--- src/rtl/adc_seq_pkg.sv ---
// rtl/adc_seq_pkg.sv - shared state type, sizing constants and channel-scan helper for adc_sequencer
package adc_seq_pkg;

    localparam int NBITS_MAX = 16;
    localparam int MUX_W     = 4;
    localparam int NUM_ADC   = 16;

    typedef enum logic [2:0] {
        S_IDLE  = 3'd0,
        S_INIT  = 3'd1,
        S_SAMP  = 3'd2,
        S_CMP   = 3'd3,
        S_LOGIC = 3'd4,
        S_DONE  = 3'd5
    } state_t;

    // Next enabled channel strictly after cur, wrapping; an empty mask means channel 0 only.
    // Scanning from the farthest offset down to the nearest lets the nearest hit win.
    function automatic logic [MUX_W-1:0] next_chan(input logic [NUM_ADC-1:0] mask,
                                                   input logic [MUX_W-1:0]   cur);
        logic [NUM_ADC-1:0] m;
        logic [MUX_W-1:0]   idx;
        logic [MUX_W-1:0]   sel;
        m   = (mask == '0) ? NUM_ADC'(1) : mask;
        sel = cur;
        for (int i = NUM_ADC; i >= 1; i--) begin
            idx = cur + i[MUX_W-1:0];
            if (m[idx]) begin
                sel = idx;
            end
        end
        return sel;
    endfunction

endpackage

--- src/rtl/seq_phase_timer.sv ---
// rtl/seq_phase_timer.sv - loadable down-counter timing every sequencer phase
module seq_phase_timer #(
    parameter int CNT_W = 8
) (
    input  logic             clk,
    input  logic             rst_b,
    input  logic             load_i,
    input  logic [CNT_W-1:0] dur_i,
    output logic             last_o
);

    logic [CNT_W-1:0] cnt_q;
    logic [CNT_W-1:0] cnt_d;

    // Reload on phase entry (a zero duration reads as one cycle), otherwise count down and park at 1
    always_comb begin
        cnt_d = cnt_q;
        if (load_i) begin
            cnt_d = (dur_i == '0) ? CNT_W'(1) : dur_i;
        end else if (cnt_q > CNT_W'(1)) begin
            cnt_d = cnt_q - CNT_W'(1);
        end
    end

    // Counter register
    always_ff @(posedge clk) begin
        if (!rst_b) begin
            cnt_q <= '0;
        end else begin
            cnt_q <= cnt_d;
        end
    end

    // The count holds the cycles remaining in the phase, including the current one
    assign last_o = (cnt_q == CNT_W'(1));

endmodule

--- src/rtl/adc_sequencer.sv ---
// rtl/adc_sequencer.sv - SAR ADC conversion sequencer with result handshake; optional channel autoscan under ADC_SEQ_AUTOSCAN_EN
module adc_sequencer #(
    parameter int CNT_W     = 8,
    parameter int NBITS_MAX = adc_seq_pkg::NBITS_MAX
) (
    input  logic                 clk,
    input  logic                 rst_b,
    input  logic                 start,
    input  logic                 continuous,
    input  logic                 abort,
    input  logic [CNT_W-1:0]     t_init,
    input  logic [CNT_W-1:0]     t_samp,
    input  logic [CNT_W-1:0]     t_cmp,
    input  logic [CNT_W-1:0]     t_logic,
    input  logic [4:0]           n_bits,
    input  logic                 comp_in,
    output logic                 seq_init,
    output logic                 seq_samp,
    output logic                 seq_cmp,
    output logic                 seq_logic,
    output logic                 busy,
    output logic [NBITS_MAX-1:0] result,
    output logic                 result_valid,
    input  logic                 result_ready,
    output logic                 overrun,
`ifdef ADC_SEQ_AUTOSCAN_EN
    input  logic [15:0]          adc_mask,
    output logic [3:0]           mux_sel,
    output logic [3:0]           result_chan,
`endif
    input  logic                 clr_overrun
);

    import adc_seq_pkg::*;

    localparam logic [4:0] NB_MAX5 = 5'(NBITS_MAX);

    state_t               state_q, state_d;
    logic [4:0]           bit_q, bit_d;
    logic [NBITS_MAX-1:0] acc_q, acc_d;
    logic [NBITS_MAX-1:0] result_q, result_d;
    logic                 valid_q, valid_d;
    logic                 overrun_q, overrun_d;
    logic                 seq_init_q, seq_samp_q, seq_cmp_q, seq_logic_q, busy_q;

    logic [CNT_W-1:0]     t_samp_q, t_cmp_q, t_logic_q;
    logic [4:0]           n_eff_q;
    logic [4:0]           n_eff_in;

    logic                 start_conv;
    logic                 tmr_load;
    logic [CNT_W-1:0]     tmr_dur;
    logic                 tmr_last;

    assign n_eff_in = ((n_bits == 5'd0) || (n_bits > NB_MAX5)) ? NB_MAX5 : n_bits;

    // Next-state, bit capture and phase-timer load decode
    always_comb begin
        state_d = state_q;
        bit_d   = bit_q;
        acc_d   = acc_q;
        tmr_dur = t_init;

        case (state_q)
            S_IDLE: begin
                if (start) begin
                    state_d = S_INIT;
                end
            end
            S_INIT: begin
                if (tmr_last) begin
                    state_d = S_SAMP;
                end
            end
            S_SAMP: begin
                if (tmr_last) begin
                    state_d = S_CMP;
                end
            end
            S_CMP: begin
                if (tmr_last) begin
                    acc_d   = {acc_q[NBITS_MAX-2:0], comp_in};
                    state_d = S_LOGIC;
                end
            end
            S_LOGIC: begin
                if (tmr_last) begin
                    if (bit_q < (n_eff_q - 5'd1)) begin
                        bit_d   = bit_q + 5'd1;
                        state_d = S_CMP;
                    end else begin
                        state_d = S_DONE;
                    end
                end
            end
            S_DONE: begin
                state_d = continuous ? S_INIT : S_IDLE;
            end
            default: begin
                state_d = S_IDLE;
            end
        endcase

        if (abort) begin
            state_d = S_IDLE;
        end

        // A new conversion clears the shift register so unused upper bits read as zero
        start_conv = (state_d == S_INIT) && (state_q != S_INIT);
        if (start_conv) begin
            bit_d = 5'd0;
            acc_d = '0;
        end

        // Phases always alternate, so any state change is a phase entry. INIT takes the
        // live t_init because the latched copies are only being captured this cycle.
        tmr_load = (state_d != state_q);
        case (state_d)
            S_INIT:  tmr_dur = t_init;
            S_SAMP:  tmr_dur = t_samp_q;
            S_CMP:   tmr_dur = t_cmp_q;
            S_LOGIC: tmr_dur = t_logic_q;
            default: tmr_dur = t_init;
        endcase
    end

    // Result register, valid/ready handshake and sticky overrun
    always_comb begin
        result_d  = result_q;
        valid_d   = valid_q;
        overrun_d = overrun_q;
        if (valid_q && result_ready) begin
            valid_d = 1'b0;
        end
        if (clr_overrun) begin
            overrun_d = 1'b0;
        end
        if ((state_q == S_DONE) && !abort) begin
            result_d = acc_q;
            valid_d  = 1'b1;
            if (valid_q && !result_ready) begin
                overrun_d = 1'b1;
            end
        end
    end

    // State, datapath and phase outputs; outputs are decoded from the next state so they are registered
    always_ff @(posedge clk) begin
        if (!rst_b) begin
            state_q     <= S_IDLE;
            bit_q       <= 5'd0;
            acc_q       <= '0;
            result_q    <= '0;
            valid_q     <= 1'b0;
            overrun_q   <= 1'b0;
            seq_init_q  <= 1'b0;
            seq_samp_q  <= 1'b0;
            seq_cmp_q   <= 1'b0;
            seq_logic_q <= 1'b0;
            busy_q      <= 1'b0;
        end else begin
            state_q     <= state_d;
            bit_q       <= bit_d;
            acc_q       <= acc_d;
            result_q    <= result_d;
            valid_q     <= valid_d;
            overrun_q   <= overrun_d;
            seq_init_q  <= (state_d == S_INIT);
            seq_samp_q  <= (state_d == S_SAMP);
            seq_cmp_q   <= (state_d == S_CMP);
            seq_logic_q <= (state_d == S_LOGIC);
            busy_q      <= (state_d != S_IDLE);
        end
    end

    // Conversion settings are frozen on entry to INIT
    always_ff @(posedge clk) begin
        if (!rst_b) begin
            t_samp_q  <= '0;
            t_cmp_q   <= '0;
            t_logic_q <= '0;
            n_eff_q   <= NB_MAX5;
        end else if (start_conv) begin
            t_samp_q  <= t_samp;
            t_cmp_q   <= t_cmp;
            t_logic_q <= t_logic;
            n_eff_q   <= n_eff_in;
        end
    end

    seq_phase_timer #(
        .CNT_W (CNT_W)
    ) u_timer (
        .clk    (clk),
        .rst_b  (rst_b),
        .load_i (tmr_load),
        .dur_i  (tmr_dur),
        .last_o (tmr_last)
    );

    assign seq_init     = seq_init_q;
    assign seq_samp     = seq_samp_q;
    assign seq_cmp      = seq_cmp_q;
    assign seq_logic    = seq_logic_q;
    assign busy         = busy_q;
    assign result       = result_q;
    assign result_valid = valid_q;
    assign overrun      = overrun_q;

`ifdef ADC_SEQ_AUTOSCAN_EN
    logic [MUX_W-1:0] mux_sel_q, mux_sel_d;
    logic [MUX_W-1:0] chan_q, chan_d;

    // Channel selection moves only when leaving IDLE or in a completed DONE
    always_comb begin
        mux_sel_d = mux_sel_q;
        chan_d    = chan_q;
        if ((state_q == S_IDLE) && (state_d == S_INIT)) begin
            mux_sel_d = next_chan(adc_mask, MUX_W'(NUM_ADC - 1));
        end else if ((state_q == S_DONE) && !abort) begin
            chan_d    = mux_sel_q;
            mux_sel_d = next_chan(adc_mask, mux_sel_q);
        end
    end

    // Autoscan registers
    always_ff @(posedge clk) begin
        if (!rst_b) begin
            mux_sel_q <= '0;
            chan_q    <= '0;
        end else begin
            mux_sel_q <= mux_sel_d;
            chan_q    <= chan_d;
        end
    end

    assign mux_sel     = mux_sel_q;
    assign result_chan = chan_q;
`endif

endmodule

--- config.mk ---
export PLATFORM = sky130hd
export DESIGN_NAME = adc_sequencer
export DESIGN_NICKNAME = d
export VERILOG_FILES = /design/src/rtl/adc_seq_pkg.sv /design/src/rtl/seq_phase_timer.sv /design/src/rtl/adc_sequencer.sv
export SDC_FILE = /design/constraint.sdc
export NUM_CORES = 1
export LEC_CHECK = 0
export ABC_AREA = 1
export BUFFER_PORTS_ARGS = -buffer_cell sky130_fd_sc_hd__buf_4
export CORE_MARGIN = 3
export CORE_UTILIZATION = 35
export DETAILED_ROUTE_END_ITERATION = 8
export SLEW_MARGIN = 20
export SYNTH_ARGS = -nofsm -noshare
export SYNTH_HDL_FRONTEND = slang
export SYNTH_SLANG_ARGS = --single-unit
--- constraint.sdc ---
create_clock -name clk -period 3.1 [get_ports clk]
set_clock_uncertainty 0.2 [all_clocks]
set_input_delay 0.155 -clock clk [delete_from_list [all_inputs] [get_ports clk]]
set_output_delay 0.155 -clock clk [all_outputs]
set_load 0.02 [all_outputs]
Word-level counts from Yosys, hierarchy flattened
Index checks and enable logic that the tools add are counted.

Output and inout bits: 23. Bits in registers: 84.

Bitwise gates (word level): 1. $add $sub $neg: 3. Multiplexer cells: 19. Equal/unequal tests: 12. Reductions and logical operators: 16. Order comparisons: 3.

Operators with widths (number): 8-bit two-way mux (3); 8-bit case mux with 3 select lines (1); 3-bit two-way mux (7); 3-bit case mux with 6 select lines (1); 3-bit by 2-bit equality test with 1-bit output, second input constant (4); 3-bit equality test, second input constant (3); 8-bit by 1-bit equality test with 1-bit output, second input constant (1); 8-bit by 1-bit greater-than comparator with 1-bit output, second input constant (1); 8-bit zero test (1); 8-bit by 1-bit subtractor with 8-bit output, second input constant (1); 3-bit by 1-bit equality test with 1-bit output, second input constant (2); 1-bit two-way mux (6); 5-bit by 1-bit adder with 5-bit output, second input constant (1); 5-bit greater-than comparator, second input constant (1); 5-bit zero test (1); 5-bit less-than comparator (1); 5-bit two-way mux (1); 5-bit by 1-bit subtractor with 5-bit output, second input constant (1); 1-bit logical AND (4); 2-bit nonzero test (2); 3-bit zero test (1); 3-bit by 1-bit inequality test with 1-bit output, second input constant (1); 3-bit inequality test (1); 3-bit AND reduction (1); 6 further kinds (7).

Depth between registers and ports, before layout
Gate-level depths: netlist (run 1).

Depth in word-level cells: 11. Gate-level depth with buffers: 22. Depth with buffers taken out: 22.

Hierarchy
A second synthesis (run 1) with hierarchy kept.

Cell total of the unflattened synthesis: 670. Area, all modules: 4366.7 um^2.

Modules (own cells, without submodules): adc_sequencer (cells each 571, instances 1, area each 3771.1 um^2, seq. area each 1521.5 um^2); seq_phase_timer (cells each 99, instances 1, area each 595.6 um^2, seq. area each 160.2 um^2).

Worst setup path after synthesis (run 1)
Ideal clock, no wire load.

Path kind: flip-flop to flip-flop. From: register n_eff_q[0]. To: register t_samp_q[1]. Buffers on the path: 1. Setup slack: 359 ps. Data arrival time: 2425 ps. Setup time: 116 ps. Cell stages (with the launch flop): 19. Cell sequence: dfxtp_1 > inv_1 > ha_1 > nand3_1 > xor2_1 > ha_1 > nand2_1 > inv_1 > a21oi_1 > nand3_1 > nand2_1 > nand2_2 > nor3_2 > inv_2 > nor2_2 > inv_2 > buf_1 > nor2_1 > nor2_1.

Cells in the longest elaborated chain, start to end: 8.

RTL lines: start: declaration (line adc_sequencer.sv:47) `logic [4:0] n_eff_q;`; start signal: assignment (line adc_sequencer.sv:187) `n_eff_q <= n_eff_in;`; 5-bit by 1-bit subtractor with 5-bit output (line adc_sequencer.sv:88) `if (bit_q < (n_eff_q - 5'd1)) begin`; 5-bit less-than comparator (line adc_sequencer.sv:88); 3-bit two-way mux (line adc_sequencer.sv:88); 3-bit two-way mux (line adc_sequencer.sv:87) `if (tmr_last) begin`; 3-bit case mux with 6 select lines (line adc_sequencer.sv:64) `case (state_q)`; 3-bit two-way mux (line adc_sequencer.sv:104) `if (abort) begin`; 3-bit by 1-bit equality test with 1-bit output (line adc_sequencer.sv:109) `start_conv = (state_d == S_INIT) && (state_q != S_INIT);`; 1-bit logical AND (line adc_sequencer.sv:109); end signal: assignment (line adc_sequencer.sv:184) `t_samp_q <= t_samp;`; end: declaration (line adc_sequencer.sv:46) `logic [CNT_W-1:0] t_samp_q, t_cmp_q, t_logic_q;`.

No other way between the ends. A chain may end at the register's enable or synchronous reset.

Final worst setup path (run 1)
From: register n_eff_q[1]. To: register n_eff_q[1].

Cells in the longest elaborated chain, start to end: 8.

RTL lines (line): 5-bit by 1-bit subtractor with 5-bit output (adc_sequencer.sv:88); 5-bit less-than comparator (adc_sequencer.sv:88); 3-bit two-way mux (adc_sequencer.sv:88); 3-bit two-way mux (adc_sequencer.sv:87); 3-bit case mux with 6 select lines (adc_sequencer.sv:64); 3-bit two-way mux (adc_sequencer.sv:104); 3-bit by 1-bit equality test with 1-bit output (adc_sequencer.sv:109); 1-bit logical AND (adc_sequencer.sv:109).

No other way between the ends.

==> flow_summary_export.csv, run 1 <==
group,metric,value,unit
grt,overflow,0,
yosys,synth.distinct_cells,37,
worst_hold_path,hold_path_class,"input pin to flip-flop",
timing,max_slew.worst_pin.slew,848.5,ps
die,core,0.01094,mm2
placed_design,gp_congestion,0.8102,
clock_tree,htree_levels,3,
grt,first_global_vias,3488,
power_and_ir_drop,p_leak,2.300,nW
setup_path,crit_path_end_kind,"flip-flop",
clock_tree,cts.clk_slew.worst_paths,60,ps
placed_design,pre_cts_ws,-55.74,ps
die,die_h,112.4,um
power_and_ir_drop,comb_power_share,17.5,%
power_and_ir_drop,sw_frac_of_total,26.63,%
route,route.detailed.drc,0,
die,io_pins,68,
route,viasPerCell,4.793,
run_status,outcome,"finished, final reports clean",
power_and_ir_drop,internal-power,0.002159,W
grt,grt.busiest_layer,"met2",
die,die-area,0.01262,mm2
setup_path,critPathTopFamily,"simple AND/OR/NAND/NOR gates",
timing,hold_violations,0,
timing,max_freq,0.3448,GHz
placed_design,placed_cells,710,
clock_tree,cts.path.max_buffers,2,
timing,relSlewSlack,43.37,%
yosys,avgSynthCellArea,7.555,um2
clock_tree,cts_sinks,84,
grt,grt_max_degree,49,
timing,layout_setup_ws,199.5,ps
final_layout,nets,674,
yosys,synth_fp_nets,578,
timing,slew_viol_final,0,
clock_tree,cts_tree,"done",
setup_path,critical_path_required,3120,ps
final_layout,finalNonFillerCells,765,
setup_path,rr_startpoint,"n_eff_q[1]",
setup_path,critPathLaunch,"n_eff_q[1]",
worst_hold_path,holdCritStartpoint,"rst_b",
yosys,synthCells,524,
die,die_w,112.4,um
grt,met3_usage,3.181,%
setup_path,arrival,2920,ps
power_and_ir_drop,clkPwrFrac,41.7,%
final_layout,num_antenna_cells,0,
setup_path,path_max_fanout,25,
final_layout,final_layout_size_suffix_gt1_share,25.28,%
route,num_vias,3667,
route,routed_wl,9.903,mm
route,drtIter0Drc,228,
setup_path,timing.critical_path.buf_inv,4,
timing,period_needed,2900,ps
setup_path,cp_slowest_cell,"dfxtp_1",
grt,grtUsageMet1,20.45,%
final_layout,area_delta_synth_final,35.11,%
setup_path,cp-start-kind,"flip-flop",
clock_tree,clockRootBuffer,"clkbuf_16",
timing,finalSetupTns,0,ps
yosys,ys_seq_elements,84,
die,initial_core_util,36.20,%
timing,rsz0062_at_grt,"yes",
grt,track_usage,15.87,%
power_and_ir_drop,p_sw,0.0007837,W
placed_design,numPortBuffers,67,
timing,post-route-period-util,93.56,%
setup_path,crit_type,"flip-flop to flip-flop",
yosys,yosys_warnings,0,
placed_design,hpwl,6.753,mm
route,ant_nets,0,
grt,antenna_found_initial,0,
timing,setup_viol,0,
clock_tree,clk_latency,350,ps
grt,grt_first_pass_wirelength,16.34,mm
setup_path,critical-path-max-stage-delay,300,ps
yosys,syn_area,0.003959,mm2
setup_path,crit_path_cell_trace,"inv_1, ha_2, nand3_1, xor2_1, ha_1, nand2_1, inv_1, a21oi_2, nand3_1, nand2_1, nand2_4, nor3_2, inv_2, nor2_4, inv_2, nand2_4, o21ai_0",
power_and_ir_drop,power_density,550.1,mW/mm2
power_and_ir_drop,ir_drop,266.6,uV
route,wl_per_cell,12.95,um
die,rows,38,
clock_tree,cts_buffers,9,
grt,grt_use_met2,26.30,%
route,dr.pass1.iters,5,
yosys,yosysSeqAreaShare,42.48,%
job,maxCapViolCount,0,
power_and_ir_drop,seq_power_share,40.8,%
## registers in the layout, indices dropped and copies added, names as in the netlist, 5 cells and up
signal / cells
acc_q: 16
result: 16
t_cmp_q: 8
t_logic_q: 8
t_samp_q: 8
u_timer.cnt_q: 8
bit_q: 5
n_eff_q: 5
## Yosys cell counts, drive strengths merged
library cell / count / area (um2)
nor2: 90 / 390.4
dfxtp: 84 / 1682
nand2: 82 / 335.3
o21ai: 52 / 264.0
inv: 47 / 176.4
a21oi: 45 / 229.0
nand4: 24 / 171.4
nand3: 21 / 155.1
or2: 16 / 100.1
buf: 13 / 93.83
clkbuf: 13 / 48.80
ha: 9 / 112.6
nor3: 9 / 50.05
xor2: 6 / 52.55
a211oi: 5 / 37.54
xnor2: 4 / 35.03
a31oi: 1 / 6.260
clkinv: 1 / 3.750
nor3b: 1 / 7.510
or4: 1 / 7.510
## logic make-up (layout without fill, tap and decap cells)
group	Yosys count	after routing	synth area share, %
compound gates	103	103	13.56
simple gates	244	245	30.75
xor+xnor	10	10	2.212
fa+ha+maj	9	9	2.845
buf+inv	74	174	8.154
flops	84	84	42.48
## final timing paths
kind	end	slack (ps)	cells after the start
hold reg to reg	acc_q[15]	260	2
hold / removal	result[1]	90	3
setup reg to reg	n_eff_q[1]	200	17
setup / recovery	n_eff_q[1]	200	17
## what timing repair did
action | 4_1_cts | 5_1_grt
gates resized for setup | 2 | 26
hold buffers | 33 | 0
endpoints found under the hold margin | 31 | 0
pin swaps | 0 | 5
cloned | 0 | 1
endpoints found under the setup margin | 5 | 40
buffers inserted | 0 | 5
## power by group through the flow
stage	registers (W)	logic, W	clock network [W]
6_report	0.00120	0.000516	0.00123
5_1_grt	0.00121	0.000574	0.00129
4_1_cts	0.00120	0.000493	0.00125
3_5_place_dp	0.00122	0.000453	0
3_3_place_gp	0.00122	0.000452	0
2_1_floorplan	0.00121	0.000345	0
## cell usage in the layout (no fill, tap or decap), types with 4 or more instances in the layout
cell type	synthesis	routed
nor2_4	2	4
nor3_1	8	8
inv_2	6	6
xor2_1	6	5
nand4_1	22	22
clkbuf_16	0	9
ha_1	9	8
dfxtp_1	84	84
buf_4	2	75
inv_1	41	40
o21ai_0	35	35
o21ai_1	16	16
nor2_1	84	71
a21oi_1	44	43
nand2_2	5	4
a211oi_1	5	5
nand3_1	14	14
or2_2	16	16
nand2_1	75	74
dlygate4sd3_1	0	33
nor2_2	2	13
xnor2_1	4	4
nand3_2	5	5
## tightest hold or removal path, delay by kind of cell
family | cells | cell delay [ps]
buffers and inverters | 1 | 260
AO/OA/AOI/OAI | 2 | 180
## cell type report
class / count / area [um2]
fillers: 1038 / 5587
multi-input cells: 367 / 2049
flip-flops and latches: 84 / 1682
repair buffers: 110 / 919.6
clock buffers: 10 / 229.0
inverters: 48 / 182.7
well taps: 140 / 175.2
clock inverters: 6 / 111.4
## per-stage QoR
step | power [W] | utilization, % | hold slack (ps) | cell area, um2
2_1_floorplan | 0.001556 | - | 89.91 | 3959
3_3_place_gp | 0.001674 | 41.44 | 179.7 | 4532
3_5_place_dp | 0.001675 | 41.44 | 182.3 | 4532
4_1_cts | 0.002937 | 47.65 | 64.74 | 5211
5_1_grt | 0.003072 | 48.91 | 111.4 | 5349
6_report | 0.002942 | 48.91 | 92.45 | 5349
## routing by layer
layer,vias to the layer above,part of all wire [%]
li1,1918,-
met1,1656,46
met4,0,1.8
met5,-,0
met2,82,48
met3,11,4.7
Note: power is estimated with default switching activity, not from simulation.
==> inputs of run 2 (changes only) <==
--- a/config.mk
+++ b/config.mk
@@ -7,9 +7,9 @@
 export LEC_CHECK = 0
 export ABC_AREA = 1
 export BUFFER_PORTS_ARGS = -buffer_cell sky130_fd_sc_hd__buf_4
-export CORE_MARGIN = 3
 export CORE_UTILIZATION = 35
 export DETAILED_ROUTE_END_ITERATION = 8
+export PLACE_DENSITY = 0.64
 export SLEW_MARGIN = 20
 export SYNTH_ARGS = -nofsm -noshare
 export SYNTH_HDL_FRONTEND = slang
==> run 2 against run 1 <==
Effect of this change:
- non-clock buffer count rose by 5
- combinational power rose by 1%
- largest cell class unchanged
- clock power shrank 5%
- maximum frequency is 0.93% lower
- sequential share of layout area hardly changed
- worst hold slack got worse by 12 ps
==> flow_summary_export.csv, run 2 (synthesized netlist as in run 1, its figures left out) <==
group,metric,value,unit
worst_hold_path,hold_path_class,"input pin to flip-flop",
timing,hold_violations,0,
final_layout,nets,679,
grt,track_usage,17.84,%
route,routed_wl,10.08,mm
die,rows,38,
setup_path,crit_path_end_kind,"flip-flop",
route,ant_nets,0,
die,die-area,0.01174,mm2
timing,finalSetupTns,0,ps
final_layout,layout_commonest_cell,"dfxtp_1",
die,core,0.01094,mm2
grt,grt_first_pass_wirelength,16.19,mm
clock_tree,cts.path.max_buffers,2,
clock_tree,cts_buffers,9,
timing,post-route-period-util,94.44,%
power_and_ir_drop,p_leak,2.324,nW
setup_path,cp-start-kind,"flip-flop",
route,wl_per_cell,13.09,um
placed_design,hpwl,6.816,mm
grt,overflow,0,
setup_path,cp_slowest_cell,"ha_1",
route,drtIter0Drc,161,
setup_path,crit_top_cell,"inv_1",
route,dr.pass1.iters,4,
setup_path,critical_path_required,3110,ps
clock_tree,clk_latency,350,ps
setup_path,critical-path-max-stage-delay,320,ps
die,die_w,108.4,um
timing,max_freq,0.3416,GHz
route,wl_met1,4.543,mm
clock_tree,cts_sinks,84,
die,initial_core_util,36.20,%
final_layout,fillers,1049,
timing,period_needed,2928,ps
timing,relSlewSlack,46.50,%
timing,slew_viol_final,0,
route,route.detailed.drc,0,
timing,worst_hold_slack,80.05,ps
grt,first_global_vias,3503,
clock_tree,htree_levels,3,
die,io_pins,68,
setup_path,crit_type,"flip-flop to flip-flop",
power_and_ir_drop,ir_drop,308.3,uV
setup_path,r2r_setup_slack,170,ps
route,highest_layer,"met4",
final_layout,num_antenna_cells,0,
timing,rsz0062_at_grt,"yes",
route,viasPerCell,4.835,
placed_design,gp_congestion,0.8505,
clock_tree,cts.clk_slew.worst_paths,70,ps
clock_tree,cts_tree,"done",
route,num_vias,3723,
timing,setup_viol,0,
power_and_ir_drop,power_density,540.6,mW/mm2
die,die_h,108.4,um
job,maxCapViolCount,0,
setup_path,arrival,2940,ps
grt,antenna_found_initial,0,
clock_tree,clockRootBuffer,"clkbuf_16",
route,wl_met3,394,um
timing,max_slew.worst_pin.slew,801.7,ps
run_status,outcome,"finished, final reports clean",
final_layout,final_cell_mix,"84 x dfxtp_1, 81 x buf_4, 78 x nor2_1, 70 x nand2_1, 43 x a21oi_1",
setup_path,crit_path_cell_trace,"inv_2, ha_4, nand3_1, xor2_1, ha_1, nand2_2, inv_1, a21oi_4, nand4_4, nand3_4, nand2_8, xor2_2, nand3_2, inv_1, o21ai_0, nand2_1, a21oi_1",
grt,grt_max_degree,49,
route,wl_met2,4.916,mm
final_layout,final_layout_size_suffix_gt1_share,25.87,%
setup_path,path_max_fanout,14,
placed_design,numPortBuffers,67,
final_layout,area_delta_synth_final,35.27,%
## run 2: final timing paths
path | endpoint | start | cells past startpoint
worst max-delay path | u_timer.cnt_q[1] | n_eff_q[1] | 17
worst min-delay path | t_samp_q[7] | rst_b | 3
worst max register to register | u_timer.cnt_q[1] | n_eff_q[1] | 17
worst min register to register | acc_q[15] | acc_q[15] | 2
## run 2: layout make-up
class	instances	area, um2	area share, %
Clock buffer	9	225.2	4.206
Clock inverter	7	98.84	1.846
Inverter	48	182.7	3.411
Multi-Input combinational cell	367	2042	38.13
Sequential cell	84	1682	31.40
Tap cell	140	175.2	3.271
Timing Repair Buffer	115	949.7	17.73
## run 2: stage by stage
stage / cell area (um2) / total power [W] / std cells / util (%) / setup WS [ps]
2_1_floorplan: 3959 / 0.001556 / 524 / - / 359.2
3_3_place_gp: 4547 / 0.001676 / 712 / 41.58 / 126.5
3_5_place_dp: 4547 / 0.001683 / 712 / 41.58 / 41.33
4_1_cts: 5201 / 0.002879 / 761 / 47.56 / 22.39
5_1_grt: 5355 / 0.003004 / 770 / 48.97 / -9.198
6_report: 5355 / 0.002895 / 770 / 48.97 / 172.2
## run 2: report_power, final
group | total [W] | internal [W] | leakage, nW | switching [W]
Clock | 0.00117 | 0.000710 | 0.156 | 0.000461
Sequential | 0.00120 | 0.00115 | 0.684 | 0.0000566
Combinational | 0.000522 | 0.000221 | 1.48 | 0.000301
Total | 0.00289 | 0.00208 | 2.32 | 0.000819
## run 2: repair_timing
item,in CTS,in global routing
hold buffers,33,0
buffers inserted,0,8
gates resized for setup,0,24
setup endpoints to repair,0,58
hold endpoints to repair,31,0
## run 2: metal layers
metal / vias to the layer above / GRT usage, %
met2: 88 / 28.75
met1: 1702 / 22.55
li1: 1919 / -
met5: - / 0
met3: 14 / 4.159
met4: 0 / 8.205
## run 2: critical path: cells and delay by family (launching register included)
family                   cells  cell delay, ps
XOR/XNOR                     2             380
AO/OA/AOI/OAI                3             340
flip-flops                   1             310
buffers and inverters        3             300
adder cells (fa/ha/maj)      2             460
AND/OR/NAND/NOR              7             790
==> inputs of run 3 (changes only) <==
--- a/config.mk
+++ b/config.mk
@@ -9,7 +9,7 @@
 export BUFFER_PORTS_ARGS = -buffer_cell sky130_fd_sc_hd__buf_4
 export CORE_UTILIZATION = 35
 export DETAILED_ROUTE_END_ITERATION = 8
-export PLACE_DENSITY = 0.64
+export PLACE_DENSITY = 0.66
 export SLEW_MARGIN = 20
 export SYNTH_ARGS = -nofsm -noshare
 export SYNTH_HDL_FRONTEND = slang
==> constraint.sdc (replaced) <==
create_clock -name clk -period 2.6 [get_ports clk]
set_clock_uncertainty 0.2 [all_clocks]
set_input_delay 0.13 -clock clk [delete_from_list [all_inputs] [get_ports clk]]
set_output_delay 0.13 -clock clk [all_outputs]
set_load 0.02 [all_outputs]
==> run 3 against run 2 <==
Effect of this change:
- the flow now finishes with violations (negative setup slack)
- maximum frequency grew 2.5%
- global-route usage grew 0.62 points
- sequential cell count is the same
- critical endpoint is now u_timer.cnt_q[0]
- largest power group unchanged
- highest routed layer unchanged
==> flow_summary_export.csv, run 3 (synthesized netlist as in run 1, its figures left out) <==
group,metric,value,unit
run_status,outcome,"finished, violations left",
run_status,violations,"negative setup slack",
placed_design,gp_congestion,0.8278,
timing,setup_viol,57,
clock_tree,clk_latency,340,ps
final_layout,fin_util,52.35,%
route,viasPerCell,4.852,
die,rows,38,
clock_tree,cts.clk_slew.worst_paths,60,ps
route,ant_nets,0,
timing,worst_hold_slack,103.4,ps
setup_path,rr_startpoint,"n_eff_q[0]",
clock_tree,cts_buffers,9,
final_layout,fillers,999,
die,die-area,0.01174,mm2
setup_path,crit_path_end_kind,"flip-flop",
grt,grt_max_degree,48,
route,highest_layer,"met4",
grt,track_usage,18.47,%
placed_design,numPortBuffers,67,
final_layout,num_antenna_cells,0,
setup_path,r2r_end,"u_timer.cnt_q[0]",
power_and_ir_drop,internal-power,0.002527,W
die,die_h,108.4,um
setup_path,critical_path_required,2680,ps
worst_hold_path,hold_path_class,"input pin to flip-flop",
clock_tree,cts_sinks,84,
final_layout,multi_input_area,0.002145,mm2
clock_tree,htree_levels,3,
timing,slew_viol_final,0,
setup_path,path_max_fanout,6,
final_layout,area_delta_synth_final,44.60,%
power_and_ir_drop,sw_frac_of_total,28.00,%
timing,finalSetupTns,-11760,ps
setup_path,rr_worst_depth,22,
setup_path,crit_type,"flip-flop to flip-flop",
timing,max_slew.worst_pin.slew,637.2,ps
route,dr.pass1.iters,7,
grt,overflow,0,
worst_hold_path,hold_depth,6,
route,wl_met3,374,um
die,io_pins,68,
clock_tree,cts_tree,"done",
placed_design,placed_cells,735,
timing,relSlewSlack,57.26,%
grt,grt_first_pass_wirelength,16.86,mm
clock_tree,cts.path.max_buffers,2,
power_and_ir_drop,comb_power_share,20.0,%
grt,antenna_found_initial,0,
final_layout,final_layout_size_suffix_gt1_share,33.18,%
route,route.detailed.drc,0,
setup_path,arrival,2930,ps
clock_tree,clockRootBuffer,"clkbuf_16",
timing,rsz0062_at_grt,"yes",
setup_path,r2r_setup_slack,-260,ps
worst_hold_path,hold_end,"u_timer.cnt_q[6]",
power_and_ir_drop,ir_drop,302.9,uV
grt,first_global_vias,3715,
route,wl_met1,4.550,mm
worst_hold_path,holdCritStartpoint,"t_init[6]",
timing,hold_violations,0,
final_layout,finalNonFillerCells,797,
power_and_ir_drop,p_leak,2.479,nW
timing,max_freq,0.3501,GHz
route,wl_per_cell,12.89,um
job,maxCapViolCount,0,
die,die_w,108.4,um
power_and_ir_drop,p_sw,0.0009831,W
timing,layout_setup_ws,-256.5,ps
final_layout,finalInstanceArea,0.005724,mm2
route,routed_wl,10.27,mm
timing,period_needed,2857,ps
placed_design,place_area,0.004778,mm2
final_layout,regArea,0.001683,mm2
placed_design,hpwl,6.996,mm
final_layout,final_cell_mix,"100 x buf_4, 83 x dfxtp_1, 66 x nand2_1, 63 x nor2_1, 41 x a21oi_1",
setup_path,cp-start-kind,"flip-flop",
power_and_ir_drop,clkPwrFrac,39.1,%
route,drtIter0Drc,152,
power_and_ir_drop,seq_power_share,40.9,%
die,core,0.01094,mm2
final_layout,nets,706,
route,num_vias,3867,
timing,post-route-period-util,109.9,%
power_and_ir_drop,power_density,613.3,mW/mm2
die,initial_core_util,36.20,%
final_layout,layout_commonest_cell,"buf_4",
route,wl_met2,5.057,mm
==> run 3: cell count changes in the layout (fill, tap and decap cells not counted), sizes merged <==
cell,change
clkinv,-2
clkinvlp,+1
inv,+1
nand2,+1
buf,+26
==> run 3: area by class of cell <==
class                   count  area share, %
inverters                  48          3.235
well taps                 140          3.060
clock buffers               9          3.934
flip-flops and latches     84          29.40
multi-input cells         368          37.46
clock inverters             7          1.705
repair buffers            141          21.20
==> run 3: timing repair <==
item,in CTS,in global routing
endpoints found under the setup margin,58,62
buffers inserted,6,5
endpoints found under the hold margin,31,0
gates resized for setup,20,36
cloned,2,0
pin swaps,4,19
hold buffers,33,0
==> run 3: how the worst max path moves through the flow <==
| stage | from | end | slack [ps] | cells past startpoint |
|---|---|---|---|---|
| final | n_eff_q[0] | u_timer.cnt_q[0] | -260 | 22 |
| after global routing | n_eff_q[0] | u_timer.cnt_q[0] | -450 | 22 |
| after CTS | n_eff_q[0] | u_timer.cnt_q[0] | -200 | 21 |
| after detailed placement | n_eff_q[1] | u_timer.cnt_q[0] | -240 | 21 |
| after global placement | n_eff_q[1] | u_timer.cnt_q[0] | -170 | 22 |
| after floorplan | n_eff_q[1] | u_timer.cnt_q[0] | 10 | 21 |
==> run 3: per-layer routing <==
metal / GRT usage, % / up-vias
met5: 0 / -
met4: 10.14 / 0
met3: 3.737 / 22
met2: 31.39 / 90
met1: 21.73 / 1777
li1: - / 1978
==> run 3: power groups by stage <==
stage                     logic, W  clock network, W  registers, W
final                     0.000701           0.00137       0.00144
after global routing      0.000767           0.00145       0.00144
after CTS                 0.000652           0.00140       0.00143
after detailed placement  0.000585                 0       0.00146
after global placement    0.000575                 0       0.00146
after floorplan           0.000416                 0       0.00144
==> run 3: metrics by stage <==
| stage | total power, W | worst slack (ps) |
|---|---|---|
| 2_1_floorplan | 0.001860 | 10.13 |
| 3_3_place_gp | 0.002033 | -169.5 |
| 3_5_place_dp | 0.002046 | -237.1 |
| 4_1_cts | 0.003487 | -195.5 |
| 5_1_grt | 0.003663 | -453.9 |
| 6_report | 0.003510 | -256.5 |
==> run 3: critical path, cell delays in order (launching register included) <==
cell and delay [ps]:
dfxtp_1 300, inv_2 80, ha_4 150, nand3_2 80, xor2_1 150, ha_1 320
nand2_2 100, inv_2 50, a21oi_4 160, nand3_2 100, nand2_2 90, nand2_4 80
nand3_4 120, inv_4 70, nand2_1 60, nand2_1 70, nor2_2 130, nand2_1 70
nor2_1 120, nand2_1 60, nand2_1 50, nand2_1 60, a21oi_2 120
